**config.mk**
```make
export PLATFORM = sky130hd
export DESIGN_NAME = fpa_nip_stream
export DESIGN_NICKNAME = d
export VERILOG_FILES = /design/src/rtl/fpa_nip_stream.sv
export SDC_FILE = /design/constraint.sdc
export NUM_CORES = 1
export LEC_CHECK = 0
export BUFFER_PORTS_ARGS = -buffer_cell sky130_fd_sc_hd__buf_4
export CORE_MARGIN = 2
export CORE_UTILIZATION = 40
export DETAILED_ROUTE_END_ITERATION = 12
export PLACE_DENSITY = 0.57
export SETUP_SLACK_MARGIN = 0.1
export SYNTH_ARGS = -nofsm -noshare
export SYNTH_HDL_FRONTEND = slang
export SYNTH_SLANG_ARGS = --single-unit
```
**constraint.sdc**
```tcl
create_clock -name clk -period 12 [get_ports clk]
set_input_delay 0.6 -clock clk [delete_from_list [all_inputs] [get_ports clk]]
set_output_delay 0.6 -clock clk [all_outputs]
set_load 0.01 [all_outputs]
```
**src/rtl/fpa_nip_stream.sv**
```systemverilog
// Streaming single-precision adder: sums up to MAX_OPS operands through a
// fixed-point accumulator aligned on a running exponent.
// Latency: the result is presented in OUT two cycles after the last operand
// is accepted (one NORM cycle, then the registered result).
// Backpressure: valid/ready on both sides; in_ready is low in NORM and OUT,
// and the result is held in OUT until out_ready.
// Ports: clk, rst (sync, active-high); in_data/in_valid/in_last/in_ready
// operand stream; out_data/out_err/out_valid/out_ready result stream.
module fpa_nip_stream #(
  parameter int MAX_OPS = 6,
  parameter int ACC_W   = 24 + $clog2(MAX_OPS) + 1
) (
  input  logic        clk,
  input  logic        rst,
  input  logic [31:0] in_data,
  input  logic        in_valid,
  input  logic        in_last,
  output logic        in_ready,
  output logic [31:0] out_data,
  output logic        out_err,
  output logic        out_valid,
  input  logic        out_ready
);

  localparam int CW = $clog2(MAX_OPS + 1);
  localparam int PW = $clog2(ACC_W);

  typedef enum logic [1:0] {IDLE, ACCUM, NORM, OUT} state_t;

  state_t                  state;
  state_t                  state_nxt;
  logic signed [ACC_W-1:0] acc;
  logic [7:0]              acc_exp;
  logic [CW-1:0]           op_cnt;
  logic                    sticky;
  logic                    accept;

  // Operand decode and alignment against the running exponent
  logic [7:0]              op_exp;
  logic [22:0]             op_man;
  logic                    op_zero;
  logic                    op_spec;
  logic signed [ACC_W-1:0] op_val;
  logic signed [ACC_W-1:0] sum_val;
  logic [7:0]              sum_exp;

  always_comb begin
    op_exp  = in_data[30:23];
    op_man  = in_data[22:0];
    op_zero = (op_exp == 8'd0) && (op_man == 23'd0);
    op_spec = (op_exp == 8'hFF) || ((op_exp == 8'd0) && (op_man != 23'd0));
    op_val  = $signed({{(ACC_W-24){1'b0}}, 1'b1, op_man});
    if (in_data[31]) begin
      op_val = -op_val;
    end
    // Whichever side has the smaller exponent is shifted down; >>> with an
    // amount >= ACC_W collapses to 0 or -1, which is the truncated value.
    if (op_exp > acc_exp) begin
      sum_val = (acc >>> (op_exp - acc_exp)) + op_val;
      sum_exp = op_exp;
    end else begin
      sum_val = acc + (op_val >>> (acc_exp - op_exp));
      sum_exp = acc_exp;
    end
  end

  // Normalisation of the accumulator into single precision
  logic                    sgn;
  logic [ACC_W-1:0]        mag;
  logic [ACC_W-1:0]        mag_n;
  logic [PW-1:0]           lead;
  logic signed [11:0]      n_exp;
  logic [31:0]             res_data;
  logic                    res_err;
  logic                    unused_bits;

  always_comb begin
    sgn  = acc[ACC_W-1];
    mag  = sgn ? $unsigned(-acc) : $unsigned(acc);
    lead = '0;
    for (int i = 0; i < ACC_W; i++) begin
      if (mag[i]) begin
        lead = PW'(i);
      end
    end
    // Leading one lands on bit 23; exponent moves by the same distance.
    n_exp = $signed({4'b0, acc_exp}) + $signed({{(12-PW){1'b0}}, lead}) - 12'sd23;
    if (lead > PW'(23)) begin
      mag_n = mag >> (lead - PW'(23));
    end else begin
      mag_n = mag << (PW'(23) - lead);
    end
    res_data = 32'h0;
    res_err  = 1'b0;
    if (sticky) begin
      res_err = 1'b1;
    end else if (mag == '0) begin
      res_data = 32'h0;
    end else if (n_exp >= 12'sd255) begin
      res_err = 1'b1;
    end else if (n_exp <= 12'sd0) begin
      res_data = 32'h0;
    end else begin
      res_data = {sgn, n_exp[7:0], mag_n[22:0]};
    end
  end

  assign unused_bits = ^mag_n[ACC_W-1:23];

  // FSM
  always_ff @(posedge clk) begin
    if (rst) begin
      state <= IDLE;
    end else begin
      state <= state_nxt;
    end
  end

  always_comb begin
    state_nxt = state;
    in_ready  = 1'b0;
    case (state)
      IDLE: begin
        in_ready = 1'b1;
        if (in_valid) begin
          state_nxt = in_last ? NORM : ACCUM;
        end
      end
      ACCUM: begin
        in_ready = 1'b1;
        if (in_valid && (in_last || (op_cnt == CW'(MAX_OPS - 1)))) begin
          state_nxt = NORM;
        end
      end
      NORM: state_nxt = OUT;
      OUT: begin
        if (out_ready) begin
          state_nxt = IDLE;
        end
      end
      default: state_nxt = IDLE;
    endcase
  end

  assign accept = in_valid && in_ready;

  // Datapath and registered result
  always_ff @(posedge clk) begin
    if (rst) begin
      acc       <= '0;
      acc_exp   <= '0;
      op_cnt    <= '0;
      sticky    <= 1'b0;
      out_valid <= 1'b0;
      out_data  <= '0;
      out_err   <= 1'b0;
    end else begin
      case (state)
        IDLE: begin
          if (accept) begin
            op_cnt <= CW'(1);
            sticky <= op_spec;
            if (op_zero || op_spec) begin
              acc     <= '0;
              acc_exp <= '0;
            end else begin
              acc     <= op_val;
              acc_exp <= op_exp;
            end
          end
        end
        ACCUM: begin
          if (accept) begin
            op_cnt <= op_cnt + CW'(1);
            if (op_spec) begin
              sticky <= 1'b1;
            end else if (!op_zero) begin
              acc     <= sum_val;
              acc_exp <= sum_exp;
            end
          end
        end
        NORM: begin
          out_valid <= 1'b1;
          out_data  <= res_data;
          out_err   <= res_err;
        end
        OUT: begin
          if (out_ready) begin
            acc       <= '0;
            acc_exp   <= '0;
            op_cnt    <= '0;
            sticky    <= 1'b0;
            out_valid <= 1'b0;
            out_data  <= '0;
            out_err   <= 1'b0;
          end
        end
        default: ;
      endcase
    end
  end

endmodule
```
==> flow_summary.yaml, run 1 <==
drt:
  top_layer_used: "met4"
  routedWlPerCell_um: 24.0
  via_per_inst: 6.57
  wl_met1_mm: 27.5
  vias: 16737
  met3_length_mm: 4.44
  ant_nets: 0
  wl_met2_mm: 27.6
  firstDrtPassIters: 6
  drc: 0
  first_iter_violations: 1866
  wl_mm: 61.1
placement:
  gp_congestion: 0.988
  io_buffers: 71
  dp_hpwl_mm: 47.3
yosys:
  yosysSeqAreaShare_pct: 10.2
  ys_ff_latch: 76
  synth_area_um2: 14900
  syn_inst: 2110
  async_reset_ff_share_pct: 0
  synth_top_family_by_area: "compound AO/OA/AOI/OAI gates"
  ys.flop_type: "dfxtp_1"
  synth_edf_count: 0
  yosys.cell_types.count: 89
  synthAdderAreaFrac_pct: 8.39
  muxShareOfSynthArea_pct: 14.1
  synth-xor-area-share_pct: 6.98
  avgSynthCellArea_um2: 7.07
  ys_warn_count: 0
  synth_nets: 2244
  synth-simple-area-share_pct: 22.7
  synth_compound_area_share_pct: 31.3
worst_setup_path:
  rr_startpoint: "acc[1]"
  worstPathArrival_ns: 8.68
  start_kind: "flip-flop"
  r2r_cells: 29
  crit_buf_inv: 6
  worst_path_max_delay_cell: "nor4_1"
  crit_fanout: 45
  crit_family: "simple AND/OR/NAND/NOR gates"
  worst-setup-path-type: "flip-flop to flip-flop"
  worstSetupEndpointType: "flip-flop"
  required_ns: 12.32
  r2r_slack_ns: 3.64
  r2r-end: "out_data[12]"
  cp_slowest_stage_delay_ns: 0.81
status:
  status: "finished clean"
floorplan:
  start_util_pct: 40.6
  core_area_um2: 36700
  die_w_um: 197
  rows: 70
  die_h_um: 197
  ioPinCount: 72
  dieArea_um2: 38800
timing:
  skew_ns: 0.0220
  grt_setup_unrepaired: "false"
  setup_viol: 0
  finalMaxSlewViolations: 0
  max_freq_ghz: 0.120
  tns_ns: 0
  fin_crit_sh_pct: 69.6
  layout_min_cycle_time_ns: 8.36
  hold_viol: 0
  worstMarginPinSlew_ns: 1.10
  max_slew_margin_pct: 26.7
global_routing:
  antenna_found_initial: 0
  grt_max_degree: 56
  grt_pass1_wl_mm: 94.6
  grt_pass1_vias: 15639
  grtUsageTotal_pct: 31.4
  gr-total-overflow: 0
cells_and_area:
  area_growth_pct: 7.99
  fill_cells: 3880
  final_nets: 2209
  drive_above_1_share_pct: 11.7
  diodes: 0
clock_tree:
  cts_repair_resize_count: 0
  clock-root-buffer: "clkbuf_16"
  clk_pin_slew_ns: 0.07
  insertion_delay_ns: 0.39
  cts_setup_buffers: 0
  numCtsBuffers: 9
  cts_tree: "yes"
  cts_max_level: 3
  cts.path.max_buffers: 2
  hold_buffers: 0
  cts_num_sinks: 76
hold_path:
  min_from: "acc_exp[7]"
  hold_path.class: "flip-flop to flip-flop"
  hold_depth: 2
  hold_end: "acc_exp[7]"
flow_run:
  maxCapViolations: 0
==> metrics by stage <==
stage,hold WS (ns),std cells,utilization (%),instance area [um2],setup WS (ns)
floorplan,0.432,2110,-,14900,5.51
CTS,0.453,2548,43.9,16100,3.78
detailed placement,0.445,2532,43.0,15800,3.83
global placement,0.442,2532,43.0,15800,3.92
global route,0.484,2548,43.9,16100,2.89
finish,0.453,2548,43.9,16100,3.64
==> cell usage after synthesis (12+ instances only) <==
master | number | area share (%)
and2_1 | 16 | 0.67
nor4_1 | 22 | 0.92
dfxtp_1 | 76 | 10
xor2_1 | 47 | 2.8
ha_1 | 92 | 7.7
and3_1 | 14 | 0.59
nand3_1 | 88 | 3.0
a31oi_1 | 35 | 1.5
o21ai_0 | 161 | 5.4
mux4_2 | 39 | 5.9
a22oi_1 | 14 | 0.70
o31ai_1 | 17 | 0.86
or4_1 | 12 | 0.60
nand2_1 | 211 | 5.3
mux2_2 | 23 | 1.7
nand2b_1 | 21 | 0.88
o22ai_1 | 16 | 0.67
xnor2_1 | 70 | 4.1
a211oi_1 | 32 | 1.6
clkbuf_1 | 137 | 3.4
a21oi_1 | 173 | 5.8
a21o_1 | 42 | 2.1
a221oi_1 | 40 | 2.3
o21a_1 | 12 | 0.60
nor3_1 | 48 | 1.6
or3_1 | 21 | 0.88
o211ai_1 | 30 | 1.5
nor2_1 | 173 | 4.4
inv_1 | 77 | 1.9
mux2i_1 | 94 | 6.3
o41ai_1 | 13 | 0.76
nor2b_1 | 16 | 0.67
nand4_1 | 22 | 0.92
or2_2 | 17 | 0.71
==> worst reg2reg max path: cells and delay by family, from the launching register on <==
family / cells / cell delay [ns]
AO/OA/AOI/OAI: 7 / 1.44
flip-flops: 1 / 0.42
XOR/XNOR: 1 / 0.24
AND/OR/NAND/NOR: 11 / 3.53
buffers and inverters: 6 / 1.50
adder cells (fa/ha/maj): 4 / 1.15
==> routing by layer <==
metal	vias up	global-route usage, %
li1	7860	-
met1	8101	44.5
met2	688	50.3
met3	88	3.91
met4	0	8.38
met5	-	0
==> cell type report <==
cell class                      instances  area [um2]  area share [%]
Timing Repair Buffer                  114         856            5.32
Multi-Input combinational cell       1791       12500            77.6
Inverter                               83         312            1.94
Sequential cell                        76        1520            9.46
Clock inverter                          6        95.1           0.591
Clock buffer                           10         229            1.42
Tap cell                              468         586            3.64
==> cells in the final DEF (no fill, tap or decap), types with 10 or more instances in the layout <==
cell      Yosys  layout
mux4_2       39      39
mux2i_1      94      93
o21a_1       12      12
nor2_1      173     173
a211o_1      10      10
inv_1        77      77
nand2b_1     21      21
nand2_1     211     211
nor4_1       22      22
xnor2_1      70      69
o31ai_1      17      17
o21ai_0     161     161
a311oi_1     10      10
or4_1        12      12
or2_2        17      17
xor2_1       47      44
o211ai_1     30      30
nor3_1       48      47
a21oi_1     173     173
and2_1       16      16
dfxtp_1      76      75
a21boi_0     11      11
a21o_1       42      42
nand4_1      22      22
o22ai_1      16      16
buf_4         1     114
a22oi_1      14      14
o41ai_1      13      13
a221oi_1     40      40
a211oi_1     32      32
or3_1        21      21
nor2b_1      16      16
a31oi_1      35      35
nand3_1      88      88
and3_1       14      14
mux2_2       23      23
ha_1         92      91
==> state kept, by name (all words and copies together), names as in the netlist <==
name / flops
acc: 28
acc_exp: 8
op_cnt: 3
out_data: 32
out_err: 1
out_valid: 1
state: 2
sticky: 1
==> worst max path at each step <==
stage / slack [ns] / depth (start not counted) / endpoint / from
after floorplan: 5.51 / 30 / out_data[8] / acc[1]
after global placement: 3.92 / 29 / out_data[13] / acc[1]
final: 3.64 / 29 / out_data[12] / acc[1]
after detailed placement: 3.83 / 29 / out_data[13] / acc[0]
after global routing: 2.89 / 29 / out_data[13] / acc[1]
after CTS: 3.78 / 29 / out_data[13] / acc[0]
==> kinds of logic after synthesis <==
kind of cell / Yosys count
buffers and inverters: 243
adder cells (fa/ha/maj): 97
AND/OR/NAND/NOR: 709
flip-flops: 76
XOR/XNOR: 118
multiplexers: 157
AO/OA/AOI/OAI: 710
Power of run 1 is not shown: default switching activity piles up to over one toggle a cycle in this logic, so the estimate is an artifact.
==> run 2, diff against run 1 <==
PLACE_DENSITY = 0.59   (was 0.57)
clock period = 7.1 ns   (was 12 ns; I/O delays follow)
==> run 2 against run 1 <==
  * Critical path depth shrank 5
  * Global-route usage shrank 0.49 points
  * Setup slack lost 3.2 ns
  * Fmax grew 26%
  * Sequential cell count is the same
  * Count of clock-buffer cells in the layout shrank 1
  * Critical endpoint is now out_data[7]
  * Register-to-register slack lost 3.2 ns
  * Highest routed layer unchanged
==> flow_summary.yaml, run 2 (synthesized netlist as in run 1, its figures left out) <==
status:
  status: "finished clean"
global_routing:
  antenna_found_initial: 0
  gr-total-overflow: 0
  grtUsageTotal_pct: 30.9
  grt_max_degree: 70
  use_met2_pct: 48.5
  grt.busiest_layer: "met2"
  grtUsageMet3_pct: 4.54
  use_met1_pct: 43.2
  grt_pass1_vias: 15863
  grt_pass1_wl_mm: 93.8
timing:
  max_freq_ghz: 0.150
  finalMaxSlewViolations: 0
  layout_min_cycle_time_ns: 6.66
  fin_crit_sh_pct: 93.8
  hold_viol: 0
  skew_ns: 0.00932
  tns_ns: 0
  setup_viol: 0
  max_slew_margin_pct: 32.8
  worstMarginPinSlew_ns: 1.01
  grt_setup_unrepaired: "true"
worst_setup_path:
  worst-setup-path-type: "flip-flop to flip-flop"
  start_kind: "flip-flop"
  worstSetupEndpointType: "flip-flop"
  r2r_slack_ns: 0.44
  worstPathArrival_ns: 6.94
  required_ns: 7.39
  crit_fanout: 18
clock_tree:
  insertion_delay_ns: 0.37
  cts.path.max_buffers: 2
  hold_buffers: 0
  numCtsBuffers: 9
  cts_tree: "yes"
  cts_setup_buffers: 0
  clk_pin_slew_ns: 0.08
  cts_num_sinks: 76
  cts_max_level: 3
  clock-root-buffer: "clkbuf_16"
placement:
  gp_congestion: 1.03
  io_buffers: 71
  dp_hpwl_mm: 47.6
drt:
  drc: 0
  via_per_inst: 6.63
  vias: 17274
  ant_nets: 0
  routedWlPerCell_um: 23.3
  wl_mm: 60.8
  first_iter_violations: 1893
  firstDrtPassIters: 6
cells_and_area:
  layout_common_cells: "nand2_1, nor2_1, a21oi_1"
  reg_top3: "out_data x32, acc x28, acc_exp x8"
  layout_commonest_cell: "nand2_1"
  fill_cells: 3749
  seqCellArea_um2: 1520
  multiInputGateArea_um2: 12600
  final_nets: 2266
  postLayoutCoreUtil_pct: 45.2
  area_growth_pct: 11.3
  regMostFlops: "out_data"
  drive_above_1_share_pct: 14.7
  diodes: 0
  largest_reg_flops: 32
floorplan:
  die_h_um: 197
  core_area_um2: 36700
  die_w_um: 197
  dieArea_um2: 38800
  rows: 70
  start_util_pct: 40.6
  ioPinCount: 72
flow_run:
  maxCapViolations: 0
hold_path:
  hold_path.class: "input port to flip-flop"
[run 2: cell type report]
| class | count | area share [%] |
|---|---|---|
| Sequential cell | 76 | 9.18 |
| Tap cell | 468 | 3.53 |
| Clock buffer | 9 | 1.36 |
| Timing Repair Buffer | 171 | 7.83 |
| Multi-Input combinational cell | 1791 | 75.8 |
| Inverter | 83 | 1.88 |
| Clock inverter | 7 | 0.460 |
[run 2: repair_timing]
item,CTS,global route
resized for setup,0,20
endpoints found under the setup margin,0,27
endpoints found under the hold margin,0,0
[run 2: worst paths after layout]
| path | startpoint | endpoint | cells after the start |
|---|---|---|---|
| hold / removal | in_data[23] | acc_exp[0] | 3 |
| setup / recovery | acc[6] | out_data[7] | 24 |
| hold reg to reg | out_data[13] | out_data[13] | 2 |
| setup reg to reg | acc[6] | out_data[7] | 24 |
[run 2: metrics by stage]
stage | worst slack (ns) | cells | hold WS (ns) | area [um2]
floorplan | 0.607 | 2110 | 0.432 | 14900
global placement | 0.348 | 2589 | 0.442 | 16200
detailed placement | 0.173 | 2589 | 0.446 | 16200
CTS | 0.241 | 2605 | 0.274 | 16500
global route | 0.0403 | 2605 | 0.286 | 16600
finish | 0.442 | 2605 | 0.283 | 16600
[run 2: metal layers]
| metal | vias to the layer above | part of all wire [%] |
|---|---|---|
| met5 | - | 0 |
| met4 | 0 | 3.8 |
| met3 | 160 | 9.3 |
| met2 | 918 | 44 |
| met1 | 8224 | 43 |
| li1 | 7972 | - |
[run 2: critical path: stages (launching register included)]
cell	delay (ns)
dfxtp_1	0.31
or4_1	0.66
or4_1	0.68
or4_1	0.55
a211oi_2	0.26
o22ai_1	0.18
or3b_1	0.39
nand2_1	0.12
clkinv_1	0.22
ha_1	0.34
inv_1	0.04
ha_1	0.32
nor2b_1	0.14
o21ai_0	0.22
a21boi_0	0.16
o21ai_0	0.18
nand2b_1	0.10
xor2_1	0.18
a311o_1	0.29
nor3b_2	0.21
buf_4	0.26
nand2_1	0.24
a31oi_1	0.28
a21oi_1	0.07
a211oi_1	0.18
Power of run 2 is left out for the same reason.
